--- src/rtl/gba_bus_reader.sv ---
// GBA cartridge read engine: streams [start_addr, end_addr] in ROM (latched) or SRAM (direct) mode.
// Define GBA_BUS_READER_CHECKSUM_EN to add a 16-bit running checksum of captured words.
module gba_bus_reader #(
    parameter int unsigned T_SETUP  = 4,
    parameter int unsigned T_LATCH  = 4,
    parameter int unsigned T_RDLOW  = 4,
    parameter int unsigned T_RDHIGH = 4,
    parameter int unsigned CNT_W    = 8
) (
    input  logic        clk,
    input  logic        reset,
    input  logic        start,
    input  logic        abort,
    input  logic        mode,
    input  logic [23:0] start_addr,
    input  logic [23:0] end_addr,
    input  logic [15:0] ad_in,
    input  logic [7:0]  hi_in,
    output logic [15:0] ad_out,
    output logic        ad_oe,
    output logic [7:0]  hi_out,
    output logic        hi_oe,
    output logic        n_rd,
    output logic        n_wr,
    output logic        n_cs,
    output logic        n_cs2,
    output logic [15:0] data_out,
    output logic        data_valid,
    input  logic        data_ready,
    output logic [23:0] cur_addr,
    output logic        busy,
`ifdef GBA_BUS_READER_CHECKSUM_EN
    output logic [15:0] checksum,
    output logic        checksum_valid,
`endif
    output logic        done
);

    typedef enum logic [2:0] {
        StIdle, StSetup, StLatch, StTurn, StRdLow, StCapture, StRdHigh, StDone
    } state_e;

    localparam logic [CNT_W-1:0] SetupLast  = CNT_W'(T_SETUP - 1);
    localparam logic [CNT_W-1:0] LatchLast  = CNT_W'(T_LATCH - 1);
    localparam logic [CNT_W-1:0] RdLowLast  = CNT_W'(T_RDLOW - 1);
    localparam logic [CNT_W-1:0] RdHighLast = CNT_W'(T_RDHIGH - 1);

    state_e            state_q, state_d;
    logic [CNT_W-1:0]  t_q;
    logic              mode_q;
    logic [23:0]       addr_q;
    logic [15:0]       data_q;
    logic              valid_q;

    logic              is_busy;
    logic              rdhigh_done;
    logic              at_end;
    logic [23:0]       addr_inc;
    logic [15:0]       capture_word;

    assign is_busy      = (state_q != StIdle) && (state_q != StDone);
    // Slot counts as empty when the pending word is being accepted this cycle.
    assign rdhigh_done  = (t_q >= RdHighLast) && (!valid_q || data_ready);
    assign at_end       = (addr_q == end_addr);
    assign addr_inc     = addr_q + 24'd1;
    assign capture_word = mode_q ? {8'h00, hi_in} : ad_in;

    always_ff @(posedge clk) begin
        if (reset) begin
            state_q <= StIdle;
        end else begin
            state_q <= state_d;
        end
    end

    always_comb begin
        state_d = state_q;
        case (state_q)
            StIdle: begin
                if (start) state_d = (end_addr < start_addr) ? StDone : StSetup;
            end
            StSetup: begin
                if (t_q == SetupLast) state_d = mode_q ? StRdLow : StLatch;
            end
            StLatch: begin
                if (t_q == LatchLast) state_d = StTurn;
            end
            StTurn:    state_d = StRdLow;
            StRdLow: begin
                if (t_q == RdLowLast) state_d = StCapture;
            end
            StCapture: state_d = StRdHigh;
            StRdHigh: begin
                if (rdhigh_done) begin
                    if (at_end) begin
                        state_d = StDone;
                    end else if (mode_q || addr_inc[15:0] == 16'h0000) begin
                        // SRAM always re-enters SETUP; ROM re-latches at each 64K-word boundary
                        state_d = StSetup;
                    end else begin
                        state_d = StRdLow;
                    end
                end
            end
            StDone: begin
                if (!start) state_d = StIdle;
            end
            default: state_d = StIdle;
        endcase
        if (abort && is_busy) state_d = StIdle;
    end

    always_ff @(posedge clk) begin
        if (reset) begin
            t_q     <= '0;
            mode_q  <= 1'b0;
            addr_q  <= '0;
            data_q  <= '0;
            valid_q <= 1'b0;
        end else begin
            if (state_d != state_q) begin
                t_q <= '0;
            end else if (!(state_q == StRdHigh && t_q >= RdHighLast)) begin
                t_q <= t_q + 1'b1;
            end

            if (state_q == StIdle && start) begin
                mode_q <= mode;
                addr_q <= start_addr;
            end else if (state_q == StRdHigh && rdhigh_done && !at_end && !abort) begin
                addr_q <= addr_inc;
            end

            if (abort && is_busy) begin
                valid_q <= 1'b0;
            end else if (state_q == StCapture) begin
                valid_q <= 1'b1;
                data_q  <= capture_word;
            end else if (valid_q && data_ready) begin
                valid_q <= 1'b0;
            end
        end
    end

    always_comb begin
        n_rd   = 1'b1;
        n_wr   = 1'b1;
        n_cs   = 1'b1;
        n_cs2  = 1'b1;
        ad_oe  = 1'b0;
        hi_oe  = 1'b0;
        ad_out = '0;
        hi_out = '0;
        case (state_q)
            StSetup, StLatch: begin
                ad_oe  = 1'b1;
                ad_out = addr_q[15:0];
                if (mode_q) begin
                    n_cs2 = 1'b0;
                end else begin
                    hi_oe  = 1'b1;
                    hi_out = addr_q[23:16];
                    n_cs   = (state_q == StSetup);
                end
            end
            StTurn: n_cs = 1'b0;
            StRdLow, StCapture, StRdHigh: begin
                n_rd = (state_q == StRdHigh);
                if (mode_q) begin
                    n_cs2  = 1'b0;
                    ad_oe  = 1'b1;
                    ad_out = addr_q[15:0];
                end else begin
                    n_cs = 1'b0;
                end
            end
            default: ;
        endcase
    end

    assign busy       = is_busy;
    assign done       = (state_q == StDone);
    assign data_out   = data_q;
    assign data_valid = valid_q;
    assign cur_addr   = addr_q;

`ifdef GBA_BUS_READER_CHECKSUM_EN
    logic [15:0] sum_q;

    always_ff @(posedge clk) begin
        if (reset) begin
            sum_q <= '0;
        end else if (state_q == StIdle && start) begin
            sum_q <= '0;
        end else if (state_q == StCapture && !abort) begin
            sum_q <= sum_q + capture_word;
        end
    end

    assign checksum       = sum_q;
    assign checksum_valid = (state_q == StDone);
`endif

endmodule
--- config.mk ---
export PLATFORM = sky130hd
export DESIGN_NAME = gba_bus_reader
export DESIGN_NICKNAME = d
export VERILOG_FILES = /design/src/rtl/gba_bus_reader.sv
export SDC_FILE = /design/constraint.sdc
export NUM_CORES = 1
export LEC_CHECK = 0
export BUFFER_PORTS_ARGS = -buffer_cell sky130_fd_sc_hd__clkbuf_2
export CAP_MARGIN = 30
export CORE_MARGIN = 4
export CORE_UTILIZATION = 51
export DETAILED_ROUTE_END_ITERATION = 12
export PLACE_DENSITY_LB_ADDON = 0.1
export REMOVE_ABC_BUFFERS = 1
export SLEW_MARGIN = 20
export SYNTH_ARGS = -nofsm -noshare
export SYNTH_HDL_FRONTEND = slang
export SYNTH_SLANG_ARGS = --single-unit
export TNS_END_PERCENT = 20
--- constraint.sdc ---
create_clock -name clk -period 3.3 [get_ports clk]
set_input_delay 0.825 -clock clk [delete_from_list [all_inputs] [get_ports clk]]
set_output_delay 0.825 -clock clk [all_outputs]
set_load 0.02 [all_outputs]
==> metrics, run 1 <==
final weighted congestion in routability-driven placement 0.9780; die width 100.5 um; Final Hold Viols 0; CTS tree done; Area Overhead vs Synth 20.92%; final WL 13700 um; post-route setup slack 236.5 ps; unrepaired setup endpoints after global routing false; top cell type's share of synthesized area 0.2434; Min Hold Slack 455.4 ps; row count 33; H-tree lvl count 2; Post-Syn Area 0.004359 mm2; Total Routing Usage GR 0.2684; 1st-iter DRT viols 205; Slew HR 0.4270; post-CTS resize count 1; non-filler cells, final 806; post-route cell area 0.005271 mm2; async set-reset flop share out of synthesis 0; max_cap viols 0; # setup viols final 0; routed length per instance 17.00 um; fmax 326.4 MHz; DRT antenna net count 0; I/O Pins 151; diode count 0; min-delay worst type reg2reg; Power Density 539.0 mW/mm2; Synth Register Bits 53; post-synth top area cell dfxtp_1; critical path's slowest cell dfxtp_1; Worst-Margin Slew 852.9 ps; Hold Buf Count CTS 0; yosys synthesis warning count 0; Pre-antenna DRT Iters 5; ys flop type dfxtp_1; Worst-path clk slew 100 ps; via count 4699; syn avg cell area 7.675 um2; nets 803; number of global-route vias before repair 4433; crit end category primary output; Largest stage delay, worst path 730 ps; worst-skew pair later-pin latency 320 ps; largest net degree at the start of global routing 32; register area share after synthesis 0.2434; Setup Crit Path Kind reg2out; final worst path period need 3063 ps; Max Clock Skew 13.04 ps; antenna violations before repair 0; WP data required 2470 ps; share of layout cells above drive strength 1 0.2910; startpoint types register; number of flops mapped to enable cells by yosys 0; Chip Height 100.5 um; Arrival @ worst endpoint 2240 ps; gr ovfl total 0; Static Leak 2.371 nW; clock root cell clkbuf_8; crit share post-route 0.9283; Commonest cells post-synth dfxtp_1, nand2_1, nor2_1, a21oi_1, inv_1; via density per instance 5.830; clk sink count 53; DRC 0; Crit Path Max Fanout 17; synth top area cells dfxtp_1, ha_1, xor2_1, nand2_1, a21oi_1; Area after DPL 0.005179 mm2; I/O Buffers 149; VDD IR max 0.3665 mV; core area 0.008258 mm2; Placed Cells 798; worst path cell trace or2_2, nor2_1, nor2_2, and2_1, clkbuf_2; Syn Inst Count 568; status finished, final reports clean; Die Area 0.01009 mm2; final max-slew violation count 0; wire length of the first global-routing pass 22010 um; initial core utilization 0.5279; detailed placement HPWL 10540 um; pre-CTS setup slack 158.7 ps; Max Buffers Root-to-Sink 2; final total power 2.841 mW; post-CTS setup buffers 0; CTS Buf Count 5; Synth cell types 69
## metal layers
layer / vias up / wire [um] / global-route usage
met5: - / 0 / 0
met4: 0 / 194 / 0.06321
met3: 17 / 1106 / 0.04152
met2: 198 / 6295 / 0.4460
met1: 2176 / 6108 / 0.3663
li1: 2308 / - / -
## final timing paths
path / from / endpoint / slack (ps) / cells after the start
setup / recovery: state_q[1]$_SDFF_PP0_ / ad_out[0] / 240 / 5
hold / removal: data_out[10]$_SDFFE_PP0P_ / data_out[10]$_SDFFE_PP0P_ / 460 / 2
setup reg to reg: cur_addr[1]$_SDFFE_PP0P_ / t_q[1]$_SDFFE_PP0N_ / 410 / 8
hold reg to reg: data_out[10]$_SDFFE_PP0P_ / data_out[10]$_SDFFE_PP0P_ / 460 / 2
## critical path: cells and delay by family, from the launching register on
kind | cells | cell delay (ps)
flip-flops | 1 | 730
AND/OR/NAND/NOR | 4 | 1020
buffers and inverters | 1 | 160
## registers in the layout, indices dropped and copies added, names as in the netlist
signal	cells
cur_addr	24
t_q	8
mode_q	1
data_valid	1
data_out	16
state_q	3
## layout make-up
type,instances,area (um2)
Clock inverter,3,21.27
Timing Repair Buffer,164,870.8
Tap cell,105,131.4
Sequential cell,53,1061
Clock buffer,5,68.82
Inverter,33,123.9
Multi-Input combinational cell,443,2994
Fill cell,797,2987
## report_power, final
group / internal [mW] / switching, mW
clock network: 0.151 / 0.241
registers: 0.734 / 0.226
logic: 0.573 / 0.916
total: 1.46 / 1.38
## cell usage in the layout, fill, tap and decap left out, types with 23 or more instances in the layout
cell type  instances
and2_1            23
dfxtp_1           53
nand2_1           53
o21ai_0           26
nor2_1            46
a21oi_1           37
ha_1              25
clkbuf_2         149
xor2_1            27
inv_1             32
## per-stage QoR
step           utilization  setup TNS [ps]
3_5_place_dp        0.6271               0
4_1_cts             0.6383               0
6_report            0.6383               0
2_1_floorplan            -          -77.24
3_3_place_gp        0.6271               0
5_1_grt             0.6383               0
## logic make-up (layout without fill, tap and decap cells)
kind of cell | Yosys count | after routing | synth area share
AND/OR/NAND/NOR | 237 | 237 | 0.3091
other | 1 | 1 | 0.0008603
flip-flops | 53 | 53 | 0.2434
adder cells (fa/ha/maj) | 25 | 25 | 0.07176
buffers and inverters | 72 | 205 | 0.07118
AO/OA/AOI/OAI | 129 | 129 | 0.1980
XOR/XNOR | 40 | 40 | 0.08037
multiplexers | 11 | 11 | 0.02526
Power figures use the tool's default switching activity.
==> run 2: changes to the inputs <==
--- a/config.mk
+++ b/config.mk
@@ -8,7 +8,8 @@
 export BUFFER_PORTS_ARGS = -buffer_cell sky130_fd_sc_hd__clkbuf_2
 export CAP_MARGIN = 30
 export CORE_MARGIN = 4
-export CORE_UTILIZATION = 51
+export CORE_UTILIZATION = 53
+export CTS_BUF_LIST = sky130_fd_sc_hd__clkbuf_4 sky130_fd_sc_hd__clkbuf_8
 export DETAILED_ROUTE_END_ITERATION = 12
 export PLACE_DENSITY_LB_ADDON = 0.1
 export REMOVE_ABC_BUFFERS = 1
==> metrics, run 2 (synthesis gave the netlist of run 1 again) <==
die width 98.69 um; Max Buffers Root-to-Sink 2; clock power share 0.137; post-CTS setup buffers 0; Worst-path clk slew 100 ps; worst path cell trace or2_2, nor2_1, nor2_2, and2_1, clkbuf_2; via count 4835; clock root cell clkbuf_8; Die Area 0.009740 mm2; share of layout cells above drive strength 1 0.2900; 1st-iter DRT viols 367; gr ovfl total 0; final weighted congestion in routability-driven placement 0.9537; Max Clock Skew 10.88 ps; DRT antenna net count 0; Pint 1.462 mW; core area 0.007848 mm2; max_cap viols 0; final worst path period need 3067 ps; most common cell after layout, fill and taps aside clkbuf_2; most frequent cells in the layout clkbuf_2, nand2_1, dfxtp_1; WP data required 2470 ps; switching pwr 1.373 mW; fmax 326.0 MHz; Largest register FFs 24; startpoint types register; Final Hold Viols 0; I/O Buffers 149; routed length per instance 16.86 um; CTS tree done; min-delay worst type reg2reg; Arrival @ worst endpoint 2240 ps; Pre-antenna DRT Iters 5; CTS Buf Count 5; sequential share of power 0.338; VDD IR max 0.3757 mV; antenna violations before repair 0; final total power 2.835 mW; Total Routing Usage GR 0.2734; post-CTS resize count 1; via density per instance 6.029; switch share 0.4843; Setup Crit Path Kind reg2out; diode count 0; critical path's slowest cell dfxtp_1; final WL 13520 um; I/O Pins 151; Worst-Margin Slew 915.0 ps; Chip Height 98.69 um; Post-Route Utilization 0.6687; final max-slew violation count 0; worst-skew pair later-pin latency 310 ps; post-route setup TNS 0 ps; number of global-route vias before repair 4423; Slew HR 0.3853; Min Hold Slack 456.2 ps; crit end category primary output; unrepaired setup endpoints after global routing false; crit share post-route 0.9295; Static Leak 2.365 nW; Crit Path Max Fanout 17; initial core utilization 0.5555; clk sink count 53; nets 802; detailed placement HPWL 10340 um; row count 32; part of the power in combinational logic 0.525; # setup viols final 0; H-tree lvl count 2; Power Density 540.3 mW/mm2; Largest stage delay, worst path 710 ps; Area Overhead vs Synth 20.38%; wire length of the first global-routing pass 22100 um; status finished, final reports clean; Hold Buf Count CTS 0; largest net degree at the start of global routing 25; DRC 0
==> run 2: cell types whose count changed in the layout (fill, tap and decap cells not counted) <==
| cell | before | now |
|---|---|---|
| clkinvlp_4 | 1 | 0 |
| buf_12 | 1 | 0 |
| clkbuf_4 | 0 | 1 |
==> run 2: metrics by stage <==
| stage | instances | setup WS, ps | instance area (um2) |
|---|---|---|---|
| 2_1_floorplan | 529 | -44.99 | 4173 |
| 3_3_place_gp | 794 | 233.6 | 5155 |
| 3_5_place_dp | 794 | 192.3 | 5155 |
| 4_1_cts | 802 | 243.9 | 5248 |
| 5_1_grt | 802 | 35.77 | 5248 |
| 6_report | 802 | 232.6 | 5248 |
==> run 2: critical path: cells and delay by family, from the launching register on <==
kind                   cells  cell delay, ps
AND/OR/NAND/NOR            4            1030
flip-flops                 1             710
buffers and inverters      1             170
==> run 2: layout make-up <==
cell class | instances | area, um2
flip-flops and latches | 53 | 1061
clock inverters | 2 | 13.76
inverters | 33 | 123.9
fillers | 714 | 2600
well taps | 102 | 127.6
multi-input cells | 443 | 2994
clock buffers | 6 | 76.32
repair buffers | 163 | 850.8
==> run 2: final timing paths <==
kind / startpoint / end / slack, ps / depth (start not counted)
setup reg to reg: cur_addr[1]$_SDFFE_PP0P_ / t_q[1]$_SDFFE_PP0N_ / 430 / 8
hold / removal: data_out[10]$_SDFFE_PP0P_ / data_out[10]$_SDFFE_PP0P_ / 460 / 2
setup / recovery: state_q[1]$_SDFF_PP0_ / ad_out[4] / 230 / 5
hold reg to reg: data_out[10]$_SDFFE_PP0P_ / data_out[10]$_SDFFE_PP0P_ / 460 / 2
==> run 2: power groups by stage <==
stage / clock network [mW] / registers (mW) / logic (mW)
after floorplan: 0 / 1.03 / 0.847
after global placement: 0 / 0.960 / 1.44
after detailed placement: 0 / 0.969 / 1.46
after CTS: 0.402 / 0.953 / 1.48
after global routing: 0.427 / 0.983 / 1.62
final: 0.390 / 0.958 / 1.49
==> run 2: metal layers <==
metal  share of wire  vias up  track usage  routed length (um)
li1                -     2296            -                   -
met1            0.43     2270       0.3781                5769
met2            0.46      248       0.4451                6169
met3            0.10       21      0.04529                1389
met4           0.014        0      0.06723                 191
met5               0        -            0                   0
